--- config.mk ---
export PLATFORM = sky130hd
export DESIGN_NAME = hazard_ctrl
export DESIGN_NICKNAME = d
export VERILOG_FILES = /design/src/rtl/hazard_ctrl.sv
export SDC_FILE = /design/constraint.sdc
export NUM_CORES = 1
export LEC_CHECK = 0
export CELL_PAD_IN_SITES_DETAIL_PLACEMENT = 0
export CELL_PAD_IN_SITES_GLOBAL_PLACEMENT = 1
export CORE_ASPECT_RATIO = 0.9
export CORE_MARGIN = 2
export CORE_UTILIZATION = 32
export CTS_CLUSTER_DIAMETER = 80
export DETAILED_ROUTE_END_ITERATION = 12
export GPL_TIMING_DRIVEN = 1
export PLACE_DENSITY = 0.91
export SYNTH_ARGS = -nofsm -noshare
export SYNTH_HDL_FRONTEND = slang
export SYNTH_SLANG_ARGS = --single-unit
--- constraint.sdc ---
create_clock -name clk_i -period 3.5 [get_ports clk_i]
set_input_delay 0.7 -clock clk_i [delete_from_list [all_inputs] [get_ports clk_i]]
set_output_delay 0.7 -clock clk_i [all_outputs]
set_load 0.1 [all_outputs]
--- src/rtl/hazard_ctrl.sv ---
// Pipeline hazard controller: derives register enables and flush (bubble) requests
// from load-use, taken branches, fetch misses and data-memory waits; counts stall/flush cycles.
module hazard_ctrl (
  input  logic        clk_i,
  input  logic        rst_i,
  input  logic [4:0]  id_rs1_i,
  input  logic [4:0]  id_rs2_i,
  input  logic        id_uses_rs1_i,
  input  logic        id_uses_rs2_i,
  input  logic [4:0]  ex_rd_i,
  input  logic        ex_memread_i,
  input  logic        ex_taken_i,
  input  logic        imem_ready_i,
  input  logic        mem_req_i,
  input  logic        dmem_ready_i,
  output logic        pc_en_o,
  output logic        ifid_en_o,
  output logic        idex_en_o,
  output logic        exmem_en_o,
  output logic        memwb_en_o,
  output logic        ifid_flush_o,
  output logic        idex_flush_o,
  output logic [15:0] stall_cnt_o,
  output logic [15:0] flush_cnt_o,
  output logic [1:0]  state_o
);

  typedef enum logic [1:0] {
    RUN   = 2'd0,
    LU    = 2'd1,
    FLUSH = 2'd2,
    MEMW  = 2'd3
  } state_e;

  state_e      state_q, state_d;
  logic [15:0] stall_cnt_q, stall_cnt_d;
  logic [15:0] flush_cnt_q, flush_cnt_d;

  logic loaduse;
  logic p1, p2, p3, p4;
  logic take_p2;

  always_comb begin
    loaduse = ex_memread_i && (ex_rd_i != 5'd0) &&
              ((id_uses_rs1_i && (ex_rd_i == id_rs1_i)) ||
               (id_uses_rs2_i && (ex_rd_i == id_rs2_i)));
    p1 = mem_req_i && !dmem_ready_i;
    p2 = ex_taken_i;
    p3 = loaduse;
    p4 = !imem_ready_i;
    // After a stall/flush the EX stage no longer holds the instruction that triggered it
    case (state_q)
      LU:    p3 = 1'b0;
      FLUSH: begin
        p2 = 1'b0;
        p3 = 1'b0;
      end
      MEMW:  p1 = !dmem_ready_i;
      default: ;
    endcase
  end

  always_comb begin
    pc_en_o      = 1'b1;
    ifid_en_o    = 1'b1;
    idex_en_o    = 1'b1;
    exmem_en_o   = 1'b1;
    memwb_en_o   = 1'b1;
    ifid_flush_o = 1'b0;
    idex_flush_o = 1'b0;
    state_d      = RUN;
    take_p2      = 1'b0;
    if (rst_i) begin
      pc_en_o      = 1'b0;
      ifid_en_o    = 1'b0;
      idex_en_o    = 1'b0;
      exmem_en_o   = 1'b0;
      memwb_en_o   = 1'b0;
      ifid_flush_o = 1'b1;
      idex_flush_o = 1'b1;
    end else if (p1) begin
      pc_en_o    = 1'b0;
      ifid_en_o  = 1'b0;
      idex_en_o  = 1'b0;
      exmem_en_o = 1'b0;
      memwb_en_o = 1'b0;
      state_d    = MEMW;
    end else if (p2) begin
      ifid_flush_o = 1'b1;
      idex_flush_o = 1'b1;
      state_d      = FLUSH;
      take_p2      = 1'b1;
    end else if (p3) begin
      pc_en_o      = 1'b0;
      ifid_en_o    = 1'b0;
      idex_flush_o = 1'b1;
      state_d      = LU;
    end else if (p4) begin
      pc_en_o      = 1'b0;
      ifid_flush_o = 1'b1;
    end
  end

  always_comb begin
    stall_cnt_d = stall_cnt_q + {15'd0, (!pc_en_o && !rst_i)};
    flush_cnt_d = flush_cnt_q + {15'd0, take_p2};
  end

  always_ff @(posedge clk_i) begin
    if (rst_i) begin
      state_q     <= RUN;
      stall_cnt_q <= 16'd0;
      flush_cnt_q <= 16'd0;
    end else begin
      state_q     <= state_d;
      stall_cnt_q <= stall_cnt_d;
      flush_cnt_q <= flush_cnt_d;
    end
  end

  assign stall_cnt_o = stall_cnt_q;
  assign flush_cnt_o = flush_cnt_q;
  assign state_o     = state_q;

endmodule

==> flow_summary.ini, run 1 <==
[detailed_routing]
route.detailed.vias_per_inst = 4.82
detail_route.iter0.violations = 41
postRouteWirelength_um = 4090
drcViolationCount = 0
vias = 1630
drtAntennaViolNets = 0
wire_per_inst_um = 12.1
firstDrtPassIters = 4

[clock_network]
worstSkewPairLatency_ps = 270
hold_fix_buffer_count_after_cts = 0
cts_htree_levels = 2
cts_made_buffers = 5
clock-sinks = 34
cts_post_setup_buffers_inserted = 0
library_cell_used_as_clock_root_buffer = clkbuf_8
cts_tree = done
cts_clock_pin_slew_for_the_worst_setup_and_hold_paths_ps = 70
clock_path_buffers = 2
cts_resized = 0

[synth]
synth_flop_cell = dfxtp_1
synth_cells = 203
yosysTopAreaCellShare_pct = 39.1
synth_seq_area_share_pct = 39.1
synth.ff_latch_count = 34
synth.top_cells.by_area = dfxtp_1 39%, xnor2_1 12%, nor2_1 6.2%
netlist_area_um2 = 1740
netlist-cell-type-count = 35
syn-num-nets = 233
synth-warning-count = 0
syn-mean-instance-area_um2 = 8.59
count_of_flip_flops_with_a_built_in_enable_after_synthesis = 0
synth_area_leader_cell = dfxtp_1
asyncSetResetFlopFracSynth_pct = 0

[grt]
globalRouteOverflowTotal = 0
grt_pass1_wl_um = 6650
first_global_vias = 1534
grt_max_degree = 27
gr-usage-all-layers_pct = 14.0
antenna_found_initial = 0

[pwr]
leakage_nw = 0.914
net-switching-power_w = 0.000259
cell_internal_pwr_w = 0.000666
vdd.ir_drop.worst_v = 0.000175
swShare_pct = 28.0
finalPower_w = 0.000925
power.share.sequential_pct = 42.7
clockPowerShare_pct = 36.0
power.share.combinational_pct = 21.3
power.density_cell_area_nw_per_um2 = 349

[sta]
rsz0062_at_grt = no
worst_slew_margin_rel_pct = 34.3
holdWs_ps = 503
setup_violators_final = 0
final-max-slew-violation-count = 0
period_minus_slack_ps = 3190
final_min_period_over_clock_period_pct = 91.3
max_freq_ghz = 0.313
finalHoldViolCount = 0
summed_negative_setup_slack_over_all_endpoints_ps = 0
worst_clock_skew_ps = 4.10
worst_slew_pin_slew_ps = 983

[place]
globalplace.congestion = 0.800
placedCellCount = 330
placedInstanceArea_um2 = 2540
post-dp-hpwl_um = 3220
port-buffer-count = 64

[floorplanning]
dieWidth_um = 81.8
coreArea_um2 = 5260
placement_rows = 25
start_util_pct = 33.2
design.portCount = 65
floorplan.die.height_um = 74.0
floorplan.die_area_um2 = 6050

[critical_path]
ws_path_type = input port to output port
worstPathMaxFanout = 3
cp-end-kind = output port
critPathRequiredTime_ps = 2800
critical_path_arrival_ps = 2490
crit_path_start_kind = input port

[cells_and_area]
n_antenna_cell = 0
mostFrequentLayoutCell = clkdlybuf4s50_1
finish.cell_count_without_fillers = 338
layout.cells.most_common_list = 54 x clkdlybuf4s50_1, 34 x dfxtp_1, 29 x nor2_1
area.growth.synth_to_final_pct = 51.9
design.final.nets = 300
final_cell_area_um2 = 2650
drive_gt1_share_pct = 13.3

[worst_hold_path]
hold_class = register to register

[status]
run_status = complete, no violations

[job]
drv_cap = 0
[layer usage]
metal / up-vias / GRT usage [%] / wire length, um
li1: 832 / - / -
met1: 741 / 16.2 / 1800
met2: 53 / 23.2 / 1860
met3: 4 / 5.83 / 391
met4: 0 / 5.00 / 36
met5: - / 0 / 0
[cell families (layout without fill, tap and decap cells)]
group	Yosys count	after routing	share of synthesized area, %
buffers and inverters	15	83	3.66
AO/OA/AOI/OAI	25	25	8.90
AND/OR/NAND/NOR	91	91	27.4
adder cells (fa/ha/maj)	6	6	4.31
multiplexers	4	4	2.58
flip-flops	34	34	39.1
XOR/XNOR	28	28	14.1
[power groups by stage]
stage / Clock (W) / Combinational (W) / Sequential, W
final: 0.000333 / 0.000197 / 0.000395
after global routing: 0.000358 / 0.000208 / 0.000396
after CTS: 0.000342 / 0.000199 / 0.000395
after detailed placement: 0 / 0.000199 / 0.000404
after global placement: 0 / 0.000198 / 0.000404
after floorplan: 0 / 0.0000903 / 0.000437
[metrics by stage]
stage                     setup WS (ps)  utilization (%)
after floorplan                    -267                -
after global placement              126             48.3
after detailed placement           51.3             48.3
after CTS                           292             50.4
after global routing                197             50.4
final                               305             50.4
[flip-flops by register name, indices dropped and copies added (netlist names)]
register and flops:
stall_cnt_o 16, state_o 2, flush_cnt_o 16
[worst max-delay path, stage by stage]
cell             delay [ps]
clkdlybuf4s50_1         470
or4_1                   560
o211ai_2                180
or3_1                   180
o221a_2                 220
buf_12                  180
[cell type report]
cell class | count | area (um2)
fill | 529 | 2610
tap | 67 | 83.8
timing repair buffer | 67 | 726
inverter | 8 | 30.0
multi-input combinational | 154 | 1020
sequential | 34 | 681
clock buffer | 8 | 110
[worst paths after layout]
kind | startpoint | to | slack [ps] | depth (start not counted)
max | ex_rd_i[1] | ifid_flush_o | 310 | 6
min reg2reg | flush_cnt_o[12]$_SDFF_PP0_ | flush_cnt_o[12]$_SDFF_PP0_ | 500 | 2
max reg2reg | state_o[0]$_SDFF_PP0_ | stall_cnt_o[14]$_SDFF_PP0_ | 870 | 11
min | flush_cnt_o[12]$_SDFF_PP0_ | flush_cnt_o[12]$_SDFF_PP0_ | 500 | 2
[cell usage after synthesis, drive strengths merged, types with 2 or more instances]
cell,n
inv,8
dfxtp,34
a21oi,10
nand2b,3
buf,2
xnor2,23
ha,6
nand4,7
mux2,4
o22ai,2
xor2,5
nor2,29
nand2,8
nand3,13
and3,2
o21ai,7
clkbuf,5
nor2b,8
or3,8
nor4,5
nor3,5
Power figures use the tool's default switching activity.
==> run 2: changes to the inputs <==
CAP_MARGIN = 20   (was unset)
==> results of run 2 <==
The final DEF is identical to that of run 1; final timing and power are the same.
==> run 3: changes to the inputs <==
CAP_MARGIN = 40   (was 20)
==> flow_summary.ini, run 3 (same netlist as run 1, synthesis figures left out) <==
[floorplanning]
coreArea_um2 = 5260
placement_rows = 25
floorplan.die.height_um = 74.0
floorplan.die_area_um2 = 6050
start_util_pct = 33.2
dieWidth_um = 81.8
design.portCount = 65

[clock_network]
hold_fix_buffer_count_after_cts = 0
library_cell_used_as_clock_root_buffer = clkbuf_8
clock_path_buffers = 2
cts_tree = done
clock-sinks = 34
cts_htree_levels = 2
cts_clock_pin_slew_for_the_worst_setup_and_hold_paths_ps = 60
cts_made_buffers = 5
cts_resized = 0
worstSkewPairLatency_ps = 290
cts_post_setup_buffers_inserted = 0

[sta]
setup_violators_final = 0
holdWs_ps = 515
final-max-slew-violation-count = 0
final_min_period_over_clock_period_pct = 90.9
worst_slew_margin_rel_pct = 75.5
worst_slew_pin_slew_ps = 364
worst_clock_skew_ps = 2.35
max_freq_ghz = 0.314
finalHoldViolCount = 0
period_minus_slack_ps = 3180
rsz0062_at_grt = no

[job]
drv_cap = 0

[critical_path]
crit_path_start_kind = input port
critical_path.reg2reg.startpoint = state_o[0]$_SDFF_PP0_
cp-end-kind = output port
timing.critical_path.slowest_stage_cell = or4_1
crit_chain = clkdlybuf4s50_1 -> or4_1 -> o211ai_2 -> or3_1 -> o221a_2 -> buf_12
ws_path_type = input port to output port
critPathRequiredTime_ps = 2800
highest_cell_delay_on_the_worst_timing_path_ps = 560
rr_endpoint = stall_cnt_o[14]$_SDFF_PP0_
critical_path_arrival_ps = 2480
worstPathMaxFanout = 3
reg2reg_depth = 11
ff2ff_setup_slack_ps = 870

[grt]
gr-usage-all-layers_pct = 16.0
globalRouteOverflowTotal = 0
grt_max_degree = 27
first_global_vias = 1700
antenna_found_initial = 0
grt_pass1_wl_um = 7490

[cells_and_area]
drive_gt1_share_pct = 21.3
design.final.nets = 331
final_cell_area_um2 = 3120
n_antenna_cell = 0
mostFrequentLayoutCell = clkdlybuf4s50_1
layout.cells.most_common_list = 54 x clkdlybuf4s50_1, 34 x dfxtp_1, 29 x nor2_1
area.growth.synth_to_final_pct = 78.8

[place]
placedInstanceArea_um2 = 3040
port-buffer-count = 64
post-dp-hpwl_um = 3640
globalplace.congestion = 0.800

[detailed_routing]
vias = 1795
drcViolationCount = 0
wire_per_inst_um = 12.4
drtAntennaViolNets = 0
detail_route.iter0.violations = 45
route.detailed.vias_per_inst = 4.88
firstDrtPassIters = 4
postRouteWirelength_um = 4570

[pwr]
vdd.ir_drop.worst_v = 0.000213
leakage_nw = 1.13
power.density_cell_area_nw_per_um2 = 283

[status]
run_status = complete, no violations

[worst_hold_path]
hold_class = register to register
whs_path_depth = 2
min_to = flush_cnt_o[12]$_SDFF_PP0_
min_from = flush_cnt_o[12]$_SDFF_PP0_
run 3: cell count changes in the layout (fill, tap and decap cells not counted):
cell      delta
buf_8       +28
clkbuf_8     -3
clkbuf_1     +2
buf_16       +3
run 3: routing by layer:
metal	routed length, um	track usage [%]	vias up	share of wire (%)
li1	-	-	898	-
met1	1950	18.7	833	43
met2	2190	27.0	59	48
met3	362	6.19	5	7.9
met4	63	5.56	0	1.4
met5	0	0	-	0
run 3: cell type report:
| type | instances | area (um2) |
|---|---|---|
| clock buffer | 7 | 76.3 |
| fill | 461 | 2140 |
| timing repair buffer | 98 | 1230 |
| multi-input combinational | 154 | 1020 |
| inverter | 8 | 30.0 |
| tap | 67 | 83.8 |
| sequential | 34 | 681 |
run 3: worst max-delay path: cells and delay by family:
kind                   cells  cell delay, ps
AO/OA/AOI/OAI              2             400
buffers and inverters      2             650
AND/OR/NAND/NOR            2             730
run 3: stage by stage:
| step | std cells | util (%) | setup TNS [ps] | setup WS (ps) | total power (W) |
|---|---|---|---|---|---|
| after floorplan | 203 | - | -267 | -267 | 0.000527 |
| after global placement | 330 | 48.3 | 0 | 126 | 0.000602 |
| after detailed placement | 361 | 57.9 | 0 | 37.2 | 0.000622 |
| after CTS | 368 | 59.3 | 0 | 305 | 0.000896 |
| after global routing | 368 | 59.3 | 0 | 209 | 0.000919 |
| final | 368 | 59.3 | 0 | 318 | 0.000882 |
run 3: where the power goes:
| part | switching, W | total [W] | internal [W] |
|---|---|---|---|
| clock network | 0.000133 | 0.000270 | 0.000137 |
| registers | 0.00000364 | 0.000395 | 0.000392 |
| logic | 0.000125 | 0.000217 | 0.0000917 |
run 3: worst max path at each step:
stage                     slack [ps]                          to  cells past startpoint                   from
after floorplan                 -270                     pc_en_o                      6  state_o[0]$_SDFF_PP0_
after global placement           130  stall_cnt_o[14]$_SDFF_PP0_                     11             ex_rd_i[1]
after detailed placement          40  stall_cnt_o[14]$_SDFF_PP0_                     11             ex_rd_i[1]
after CTS                        310                ifid_flush_o                      6             ex_rd_i[1]
after global routing             210                ifid_flush_o                      6             ex_rd_i[1]
final                            320                ifid_flush_o                      6             ex_rd_i[1]
